`config.mk`:
```
export PLATFORM = sky130hd
export DESIGN_NAME = spi_flash_read_ctrl
export DESIGN_NICKNAME = d
export VERILOG_FILES = /design/src/rtl/spi_flash_read_ctrl.sv
export SDC_FILE = /design/constraint.sdc
export NUM_CORES = 1
export LEC_CHECK = 0
export CORE_UTILIZATION = 28
export CTS_BUF_LIST = sky130_fd_sc_hd__clkbuf_8
export DETAILED_ROUTE_END_ITERATION = 12
export GPL_TIMING_DRIVEN = 0
export PLACE_DENSITY = 0.5
export SLEW_MARGIN = 20
export SYNTH_ARGS = -nofsm -noshare
export SYNTH_HDL_FRONTEND = slang
export SYNTH_SLANG_ARGS = --single-unit
```
`constraint.sdc`:
```
create_clock -name CLK -period 5.42 [get_ports CLK]
set_clock_uncertainty 0.1 [all_clocks]
set_input_delay 0.813 -clock CLK [delete_from_list [all_inputs] [get_ports CLK]]
set_output_delay 0.813 -clock CLK [all_outputs]
set_load 0.05 [all_outputs]
```
`src/rtl/spi_flash_read_ctrl.sv`:
```
// spi_flash_read_ctrl: single-lane mode-0 SPI master issuing serial-flash READ bursts onto a valid/ready byte stream.
// Optional build macro FAST_READ_EN selects FAST READ (0x0B) with 8 dummy SCK cycles before data.
module spi_flash_read_ctrl #(
  parameter int unsigned CLK_DIV = 2,
  parameter int unsigned CS_GAP  = 4,
  parameter int unsigned ADDR_W  = 24
) (
  input  logic              CLK,
  input  logic              RST,
  input  logic              req_valid,
  output logic              req_ready,
  input  logic [ADDR_W-1:0] req_addr,
  input  logic [15:0]       req_len,
  output logic [7:0]        rd_data,
  output logic              rd_valid,
  input  logic              rd_ready,
  output logic              busy,
  output logic              spi_cs_n,
  output logic              spi_sck,
  output logic              spi_mosi,
  input  logic              spi_miso,
  output logic              spi_wp_n,
  output logic              spi_hold_n
);
  localparam int unsigned TX_W    = 8 + ADDR_W;
  localparam int unsigned BIT_W   = $clog2(ADDR_W);
  localparam int unsigned LEN_W   = 17;
  localparam int unsigned CNT_W   = 10;
  // CS stays high for the whole GAP plus the IDLE accept cycle.
  localparam int unsigned GAP_LEN = CS_GAP + CLK_DIV - 1;

`ifdef FAST_READ_EN
  localparam logic [7:0] OPCODE = 8'h0B;
  typedef enum logic [2:0] {
    S_IDLE, S_SETUP, S_CMD, S_ADDR, S_DUMMY, S_DATA, S_HOLD, S_GAP
  } state_e;
`else
  localparam logic [7:0] OPCODE = 8'h03;
  typedef enum logic [2:0] {
    S_IDLE, S_SETUP, S_CMD, S_ADDR, S_DATA, S_HOLD, S_GAP
  } state_e;
`endif

  state_e            state_q, state_d;
  logic [CNT_W-1:0]  cnt_q, cnt_d;
  logic [BIT_W-1:0]  bit_q, bit_d;
  logic [LEN_W-1:0]  len_q, len_d;
  logic [TX_W-1:0]   tx_q, tx_d;
  logic [6:0]        rx_q, rx_d;
  logic [7:0]        rd_data_q, rd_data_d;
  logic              rd_valid_q, rd_valid_d;
  logic              cs_n_q, cs_n_d;
  logic              sck_q, sck_d;
  logic              mosi_q, mosi_d;
  logic              req_ready_q, req_ready_d;
  logic              busy_q, busy_d;
  logic              tick;
  logic              stall;

  // State and output registers.
  always_ff @(posedge CLK or posedge RST) begin
    if (RST) begin
      state_q     <= S_IDLE;
      cnt_q       <= '0;
      bit_q       <= '0;
      len_q       <= '0;
      tx_q        <= '0;
      rx_q        <= '0;
      rd_data_q   <= '0;
      rd_valid_q  <= 1'b0;
      cs_n_q      <= 1'b1;
      sck_q       <= 1'b0;
      mosi_q      <= 1'b0;
      req_ready_q <= 1'b0;
      busy_q      <= 1'b0;
    end else begin
      state_q     <= state_d;
      cnt_q       <= cnt_d;
      bit_q       <= bit_d;
      len_q       <= len_d;
      tx_q        <= tx_d;
      rx_q        <= rx_d;
      rd_data_q   <= rd_data_d;
      rd_valid_q  <= rd_valid_d;
      cs_n_q      <= cs_n_d;
      sck_q       <= sck_d;
      mosi_q      <= mosi_d;
      req_ready_q <= req_ready_d;
      busy_q      <= busy_d;
    end
  end

  // Next-state, SCK generation, shifting and holding-register control.
  always_comb begin
    state_d    = state_q;
    cnt_d      = cnt_q;
    bit_d      = bit_q;
    len_d      = len_q;
    tx_d       = tx_q;
    rx_d       = rx_q;
    rd_data_d  = rd_data_q;
    rd_valid_d = rd_valid_q && !rd_ready;
    cs_n_d     = cs_n_q;
    sck_d      = sck_q;
    mosi_d     = mosi_q;
    tick       = (cnt_q == CNT_W'(CLK_DIV - 1));
    stall      = 1'b0;

    case (state_q)
      S_IDLE: begin
        if (req_valid && req_ready_q) begin
          state_d = S_SETUP;
          cnt_d   = '0;
          cs_n_d  = 1'b0;
          sck_d   = 1'b0;
          tx_d    = {OPCODE, req_addr};
          mosi_d  = OPCODE[7];
          len_d   = LEN_W'(req_len) + LEN_W'(1);
        end
      end

      S_SETUP: begin
        if (tick) begin
          cnt_d   = '0;
          sck_d   = 1'b1;
          bit_d   = BIT_W'(7);
          state_d = S_CMD;
        end else begin
          cnt_d = cnt_q + CNT_W'(1);
        end
      end

`ifdef FAST_READ_EN
      S_CMD, S_ADDR, S_DUMMY, S_DATA: begin
`else
      S_CMD, S_ADDR, S_DATA: begin
`endif
        // A new byte may not start while the holding register stays full.
        stall = (state_q == S_DATA) && !sck_q && (bit_q == BIT_W'(7)) &&
                rd_valid_q && !rd_ready;
        if (!tick) begin
          cnt_d = cnt_q + CNT_W'(1);
        end else if (!stall) begin
          cnt_d = '0;
          if (!sck_q) begin
            sck_d = 1'b1;
            if (state_q == S_DATA) begin
              rx_d = {rx_q[5:0], spi_miso};
              if (bit_q == '0) begin
                rd_data_d  = {rx_q, spi_miso};
                rd_valid_d = 1'b1;
                len_d      = len_q - LEN_W'(1);
              end
            end
          end else begin
            sck_d = 1'b0;
            if (state_q == S_CMD || state_q == S_ADDR) begin
              tx_d   = tx_q << 1;
              mosi_d = tx_q[TX_W-2];
            end
            if (bit_q != '0) begin
              bit_d = bit_q - BIT_W'(1);
            end else if (state_q == S_CMD) begin
              state_d = S_ADDR;
              bit_d   = BIT_W'(ADDR_W - 1);
            end else if (state_q == S_ADDR) begin
              mosi_d = 1'b0;
              bit_d  = BIT_W'(7);
`ifdef FAST_READ_EN
              state_d = S_DUMMY;
            end else if (state_q == S_DUMMY) begin
              bit_d   = BIT_W'(7);
              state_d = S_DATA;
`else
              state_d = S_DATA;
`endif
            end else if (len_q == '0) begin
              state_d = S_HOLD;
            end else begin
              bit_d = BIT_W'(7);
            end
          end
        end
      end

      S_HOLD: begin
        if (tick) begin
          cnt_d   = '0;
          cs_n_d  = 1'b1;
          state_d = S_GAP;
        end else begin
          cnt_d = cnt_q + CNT_W'(1);
        end
      end

      S_GAP: begin
        if (cnt_q == CNT_W'(GAP_LEN - 1)) begin
          cnt_d   = '0;
          state_d = S_IDLE;
        end else begin
          cnt_d = cnt_q + CNT_W'(1);
        end
      end

      default: begin
        state_d = S_IDLE;
        cs_n_d  = 1'b1;
        sck_d   = 1'b0;
        mosi_d  = 1'b0;
      end
    endcase

    req_ready_d = (state_d == S_IDLE);
    busy_d      = (state_d != S_IDLE);
  end

  assign req_ready  = req_ready_q;
  assign busy       = busy_q;
  assign rd_data    = rd_data_q;
  assign rd_valid   = rd_valid_q;
  assign spi_cs_n   = cs_n_q;
  assign spi_sck    = sck_q;
  assign spi_mosi   = mosi_q;
  assign spi_wp_n   = 1'b1;
  assign spi_hold_n = 1'b1;

endmodule
```
==> impl_metrics.toml, run 1 <==
[floorplan]
fp-row-count = 47
start_util_pct = 29.01
dieArea_um2 = 17900
die_h_um = 133.8
core_um2 = 16760
io_pins = 61
fp.dieW_um = 133.8

[sta]
fin_crit_ns = 2.663
fmax_mhz = 375.5
rsz0062_at_grt = "no"
finalCritPeriodShare_pct = 49.13
max_slew_margin_pct = 45.56
fin_setup_tns_ns = 0
fin_ws_ns = 2.757
setup_viol = 0
finalHoldViolCount = 0
tightest_slew_ns = 0.8128
finalMaxSlewViolations = 0

[synthesis]
synth_xor_area_share_pct = 2.522
synth_top_cell_by_area = "dfrtp_1"
synthFlopType = "dfrtp_1"
synthSimpleGateAreaFrac_pct = 20.25
synth_top_area_share_pct = 44.26
synthTopCellsByArea = "dfrtp_1, o21ai_0, nand2_1"
yosys.area_share.adder_pct = 2.059
ys_top_cells_by_count = "dfrtp_1, nand2_1, o21ai_0"
synth_seq_cells = 87
yosys_warnings = 0
synth_top_family_by_area = "simple AND/OR/NAND/NOR gates"
synth_mux_area_share_pct = 8.415
async_flop_share_pct = 100.0
syn_area_per_cell_um2 = 9.297
synth_compound_area_share_pct = 17.91
yosysMostFrequentCell = "dfrtp_1"
synth.distinct_cells = 66
netlist_area_um2 = 4862
postSynthCellCount = 523
synth_edf_count = 0
seq_area_frac_synth_pct = 44.80

[setup_path]
arrival_ns = 2.84
cp_top_family = "buffers and inverters"
crit_buf_inv = 4
cp_slowest_cell = "nor2_1"
endpoint_kind = "flip-flop"
path_cells = "buf_2, nor2b_1, clkbuf_1, nor2_1, buf_2, clkbuf_1, nand2_1, a22o_1"
criticalPathCategory = "flip-flop to flip-flop"
required_ns = 5.60
max_stage_delay_ns = 0.52
critical_path_peak_fanout = 10
start_kind = "flip-flop"

[placement]
dpl_cell_area_um2 = 5734
dpl_worst_slack_ns = 2.393
place_hpwl_mm = 9.034
placed_cells = 802
routabilityCongestion = 0.8340
io_buffers = 57

[detailed_routing]
wl_mm = 12.59
drtIter0Drc = 214
drt-pass1-iter-count = 5
ant_nets = 0
drc = 0
num_vias = 4201
viasPerCell = 5.142
routedWlPerCell_um = 15.41

[cts]
h-tree-depth = 3
cts_tree = "built"
clock-root-buffer = "clkbuf_8"
cts_resized = 0
path_clk_slew_ns = 0.09
post_cts_buffers = 0
clock_latency_ns = 0.38
numCtsBuffers = 9
clock-sinks = 87
ctsHoldBuffers = 0
clockBufferDepth = 2

[min_path]
hold_class = "flip-flop to flip-flop"

[global_route]
grt_pass1_wl_mm = 20.78
overflow = 0
grt_max_degree = 48
track_usage_pct = 14.78
grt_pass1_vias = 4160
antenna_found_initial = 0

[cells_and_area]
finalCoreUtilization_pct = 35.53
antenna_cells = 0
layoutNonFillerInstCount = 817
nets = 646
multi_input_area_um2 = 2495
finalInstanceArea_um2 = 5954
syn_to_final_growth_pct = 22.47
n_fill_cell = 1710
drive_above_1_share_pct = 9.883
seq_area_um2 = 2178

[pwr]
total_leakage_power_nw = 2.485
ir_worst_vdd_uv = 190.4
power.density_nw_per_um2 = 420.2

[run]
max-cap-violations = 0

[status]
outcome = "finished, final reports clean"
[per-stage QoR]
stage                     hold slack, ns  power [mW]
after global routing              0.4136       2.705
after detailed placement          0.3745       1.995
after CTS                         0.3966       2.534
final                             0.3924       2.502
after floorplan                   0.3492       1.689
after global placement            0.3626       1.971
[path summary, 6_finish.rpt]
path	from	endpoint	slack, ns	depth (start not counted)
worst max-delay path	state_q[2]$_DFF_PP0_	len_q[7]$_DFFE_PP0P_	2.76	8
worst min-delay path	tx_q[4]$_DFFE_PP0P_	tx_q[4]$_DFFE_PP0P_	0.39	2
worst max register to register	state_q[2]$_DFF_PP0_	len_q[7]$_DFFE_PP0P_	2.76	8
worst min register to register	tx_q[4]$_DFFE_PP0P_	tx_q[4]$_DFFE_PP0P_	0.39	2
max in group asynchronous	RST	tx_q[4]$_DFFE_PP0P_	3.81	3
min in group asynchronous	RST	rd_data[5]$_DFFE_PP0P_	0.77	2
[power breakdown]
group	internal [mW]	switching, mW
registers	0.819	0.137
logic	0.392	0.628
clock network	0.271	0.256
[state kept, by name (all words and copies together), names as in the netlist, 3 cells and up]
name,cells
cnt_q,10
state_q,3
bit_q,5
len_q,17
rx_q,7
rd_data,8
tx_q,31
[layer usage]
layer  up-vias  wire length, um  GRT usage, %  part of all wire (%)
met2        95             5887         23.89                    47
met3        16              599         3.477                   4.8
met5         -                0             0                     0
li1       2044                -             -                     -
met1      2046             5885         18.93                    47
met4         0              218         6.124                   1.7
[worst reg2reg max path, stage by stage (launching register included)]
cell      delay [ns]
dfrtp_1         0.33
buf_2           0.19
nor2b_1         0.07
clkbuf_1        0.17
nor2_1          0.52
buf_2           0.34
clkbuf_1        0.51
nand2_1         0.12
a22o_1          0.20
[area by class of cell]
class	instances	share of cell area, %
inverters	12	0.7985
clock inverters	5	1.387
repair buffers	58	9.918
plain buffers	33	2.480
well taps	220	4.623
clock buffers	10	2.311
flip-flops and latches	87	36.58
multi-input cells	392	41.90
[cells by family after synthesis]
group / Yosys count
other cells: 1
buf+inv: 45
compound gates: 140
xor+xnor: 14
flops: 87
mux: 39
fa+ha+maj: 8
simple gates: 189
[layout by cell type, fill, tap and decap left out, drive strengths merged, types with 4 or more instances in the layout]
master	count
inv	12
dfrtp	86
and3	5
nor4	9
a22o	5
o21ai	57
ha	8
xnor2	8
nand3	20
clkdlybuf4s50	57
mux2i	24
nand3b	4
nand4	7
clkbuf	27
o31ai	4
and4	4
mux2	15
nor2b	5
nor2	27
and2	5
nor3	14
a21oi	28
a31oi	10
xor2	6
nand2	70
buf	17
nand2b	7
No activity file was read; power rests on OpenSTA's default activity.
==> run 2: changes to the inputs <==
==> constraint.sdc (replaced) <==
create_clock -name CLK -period 2.7 [get_ports CLK]
set_clock_uncertainty 0.1 [all_clocks]
set_input_delay 0.405 -clock CLK [delete_from_list [all_inputs] [get_ports CLK]]
set_output_delay 0.405 -clock CLK [all_outputs]
set_load 0.05 [all_outputs]
==> impl_metrics.toml, run 2 (same netlist as run 1, synthesis figures left out) <==
[global_route]
grt_max_degree = 33
grt_use_met3_pct = 2.797
track_usage_pct = 14.65
antenna_found_initial = 0
grt_pass1_wl_mm = 20.82
grt_pass1_vias = 4050
overflow = 0
grtUsageMet2_pct = 23.26
top_usage_layer = "met2"
use_met1_pct = 19.62

[floorplan]
core_um2 = 16760
dieArea_um2 = 17900
start_util_pct = 29.01
fp-row-count = 47
io_pins = 61
die_h_um = 133.8
fp.dieW_um = 133.8

[detailed_routing]
drc = 0
viasPerCell = 5.089
routedWlPerCell_um = 15.35
ant_nets = 0
num_vias = 4168
drt-pass1-iter-count = 7
wl_mm = 12.58
drtIter0Drc = 174

[cts]
h-tree-depth = 3
post_cts_buffers = 0
ctsHoldBuffers = 0
cts_tree = "built"
clock-sinks = 87
clockBufferDepth = 2
cts_resized = 2
path_clk_slew_ns = 0.09
clock-root-buffer = "clkbuf_8"
clock_latency_ns = 0.37
numCtsBuffers = 9

[placement]
place_hpwl_mm = 9.213
routabilityCongestion = 0.7914
dpl_worst_slack_ns = -0.02187
io_buffers = 57

[sta]
finalHoldViolCount = 0
max_slew_margin_pct = 51.62
rsz0062_at_grt = "no"
fmax_mhz = 407.3
fin_crit_ns = 2.455
finalCritPeriodShare_pct = 90.94
tightest_slew_ns = 0.7241
setup_viol = 0
finalMaxSlewViolations = 0
fin_setup_tns_ns = 0
fin_ws_ns = 0.2446

[setup_path]
endpoint_kind = "flip-flop"
cp_slowest_cell = "nor2_1"
arrival_ns = 2.62
criticalPathCategory = "flip-flop to flip-flop"
path_common_cell = "buf_2"
start_kind = "flip-flop"
max_stage_delay_ns = 0.50
critical_path_peak_fanout = 10
required_ns = 2.87
path_cells = "buf_2, nor2b_1, clkbuf_1, nor2_1, buf_2, clkbuf_2, nand2_1, a22o_1"

[cells_and_area]
largest_reg_flops = 31
nets = 647
syn_to_final_growth_pct = 22.95
mostFrequentLayoutCells = "dfrtp_1, nand2_1, o21ai_0, clkdlybuf4s50_1, a21oi_1"
n_fill_cell = 1728
largest_register = "tx_q"
final_common_cell = "dfrtp_1"
top_regs = "tx_q x31, len_q x17, cnt_q x10"
drive_above_1_share_pct = 10.68
antenna_cells = 0

[run]
max-cap-violations = 0

[min_path]
hold_class = "input pin to async pin"

[pwr]
ir_worst_vdd_uv = 393.5
power.density_nw_per_um2 = 828.6
total_leakage_power_nw = 2.481

[status]
outcome = "finished, final reports clean"
-- run 2: cell count changes in the layout (fill, tap and decap cells not counted), sizes merged --
cell	change
buf	+1
clkinv	-2
bufinv	-1
clkinvlp	+4
-- run 2: worst paths after layout --
check / from / end / slack [ns] / depth (start not counted)
max in group asynchronous: RST / len_q[16]$_DFFE_PP0P_ / 1.30 / 4
setup reg to reg: state_q[2]$_DFF_PP0_ / len_q[7]$_DFFE_PP0P_ / 0.24 / 8
hold reg to reg: tx_q[20]$_DFFE_PP0P_ / tx_q[20]$_DFFE_PP0P_ / 0.39 / 2
setup / recovery: state_q[2]$_DFF_PP0_ / len_q[7]$_DFFE_PP0P_ / 0.24 / 8
hold / removal: RST / tx_q[10]$_DFFE_PP0P_ / 0.38 / 2
min in group CLK: tx_q[20]$_DFFE_PP0P_ / tx_q[20]$_DFFE_PP0P_ / 0.39 / 2
-- run 2: where the power goes --
part | internal [mW] | switching, mW | total (mW)
clock network | 0.448 | 0.511 | 0.959
logic | 0.796 | 1.28 | 2.07
registers | 1.64 | 0.278 | 1.92
total | 2.89 | 2.07 | 4.95
-- run 2: stage by stage --
| step | hold WS (ns) | cell area (um2) | std cells | util [%] | power [mW] |
|---|---|---|---|---|---|
| final | 0.3849 | 5978 | 819 | 35.67 | 4.954 |
| after global routing | 0.4172 | 5978 | 819 | 35.67 | 5.334 |
| after CTS | 0.3940 | 5962 | 819 | 35.57 | 4.988 |
| after detailed placement | 0.3732 | 5756 | 803 | 34.34 | 4.015 |
| after global placement | 0.3628 | 5715 | 801 | 34.10 | 3.952 |
| after floorplan | 0.3492 | 4870 | 524 | - | 3.391 |
-- run 2: area by class of cell --
type                            count  area (um2)  share of cell area, %
Buffer                             33       150.1                  2.512
Clock buffer                       10       137.6                  2.302
Clock inverter                      6       61.31                  1.026
Inverter                           12       48.80                 0.8162
Multi-Input combinational cell    392        2516                  42.09
Sequential cell                    87        2178                  36.44
Tap cell                          220       275.3                  4.604
Timing Repair Buffer               59       610.6                  10.21
-- run 2: critical path: cells and delay by family, from the launching register on --
family / cells / cell delay [ns]
DFF: 1 / 0.33
buffers and inverters: 4 / 1.05
AOI/OAI and AO/OA: 1 / 0.19
and+or+nand+nor: 3 / 0.67
-- run 2: metal layers --
layer  up-vias  part of all wire [%]
li1       2040                     -
met3        14                   4.2
met5         -                     0
met2        81                    46
met1      2033                    48
met4         0                   1.7
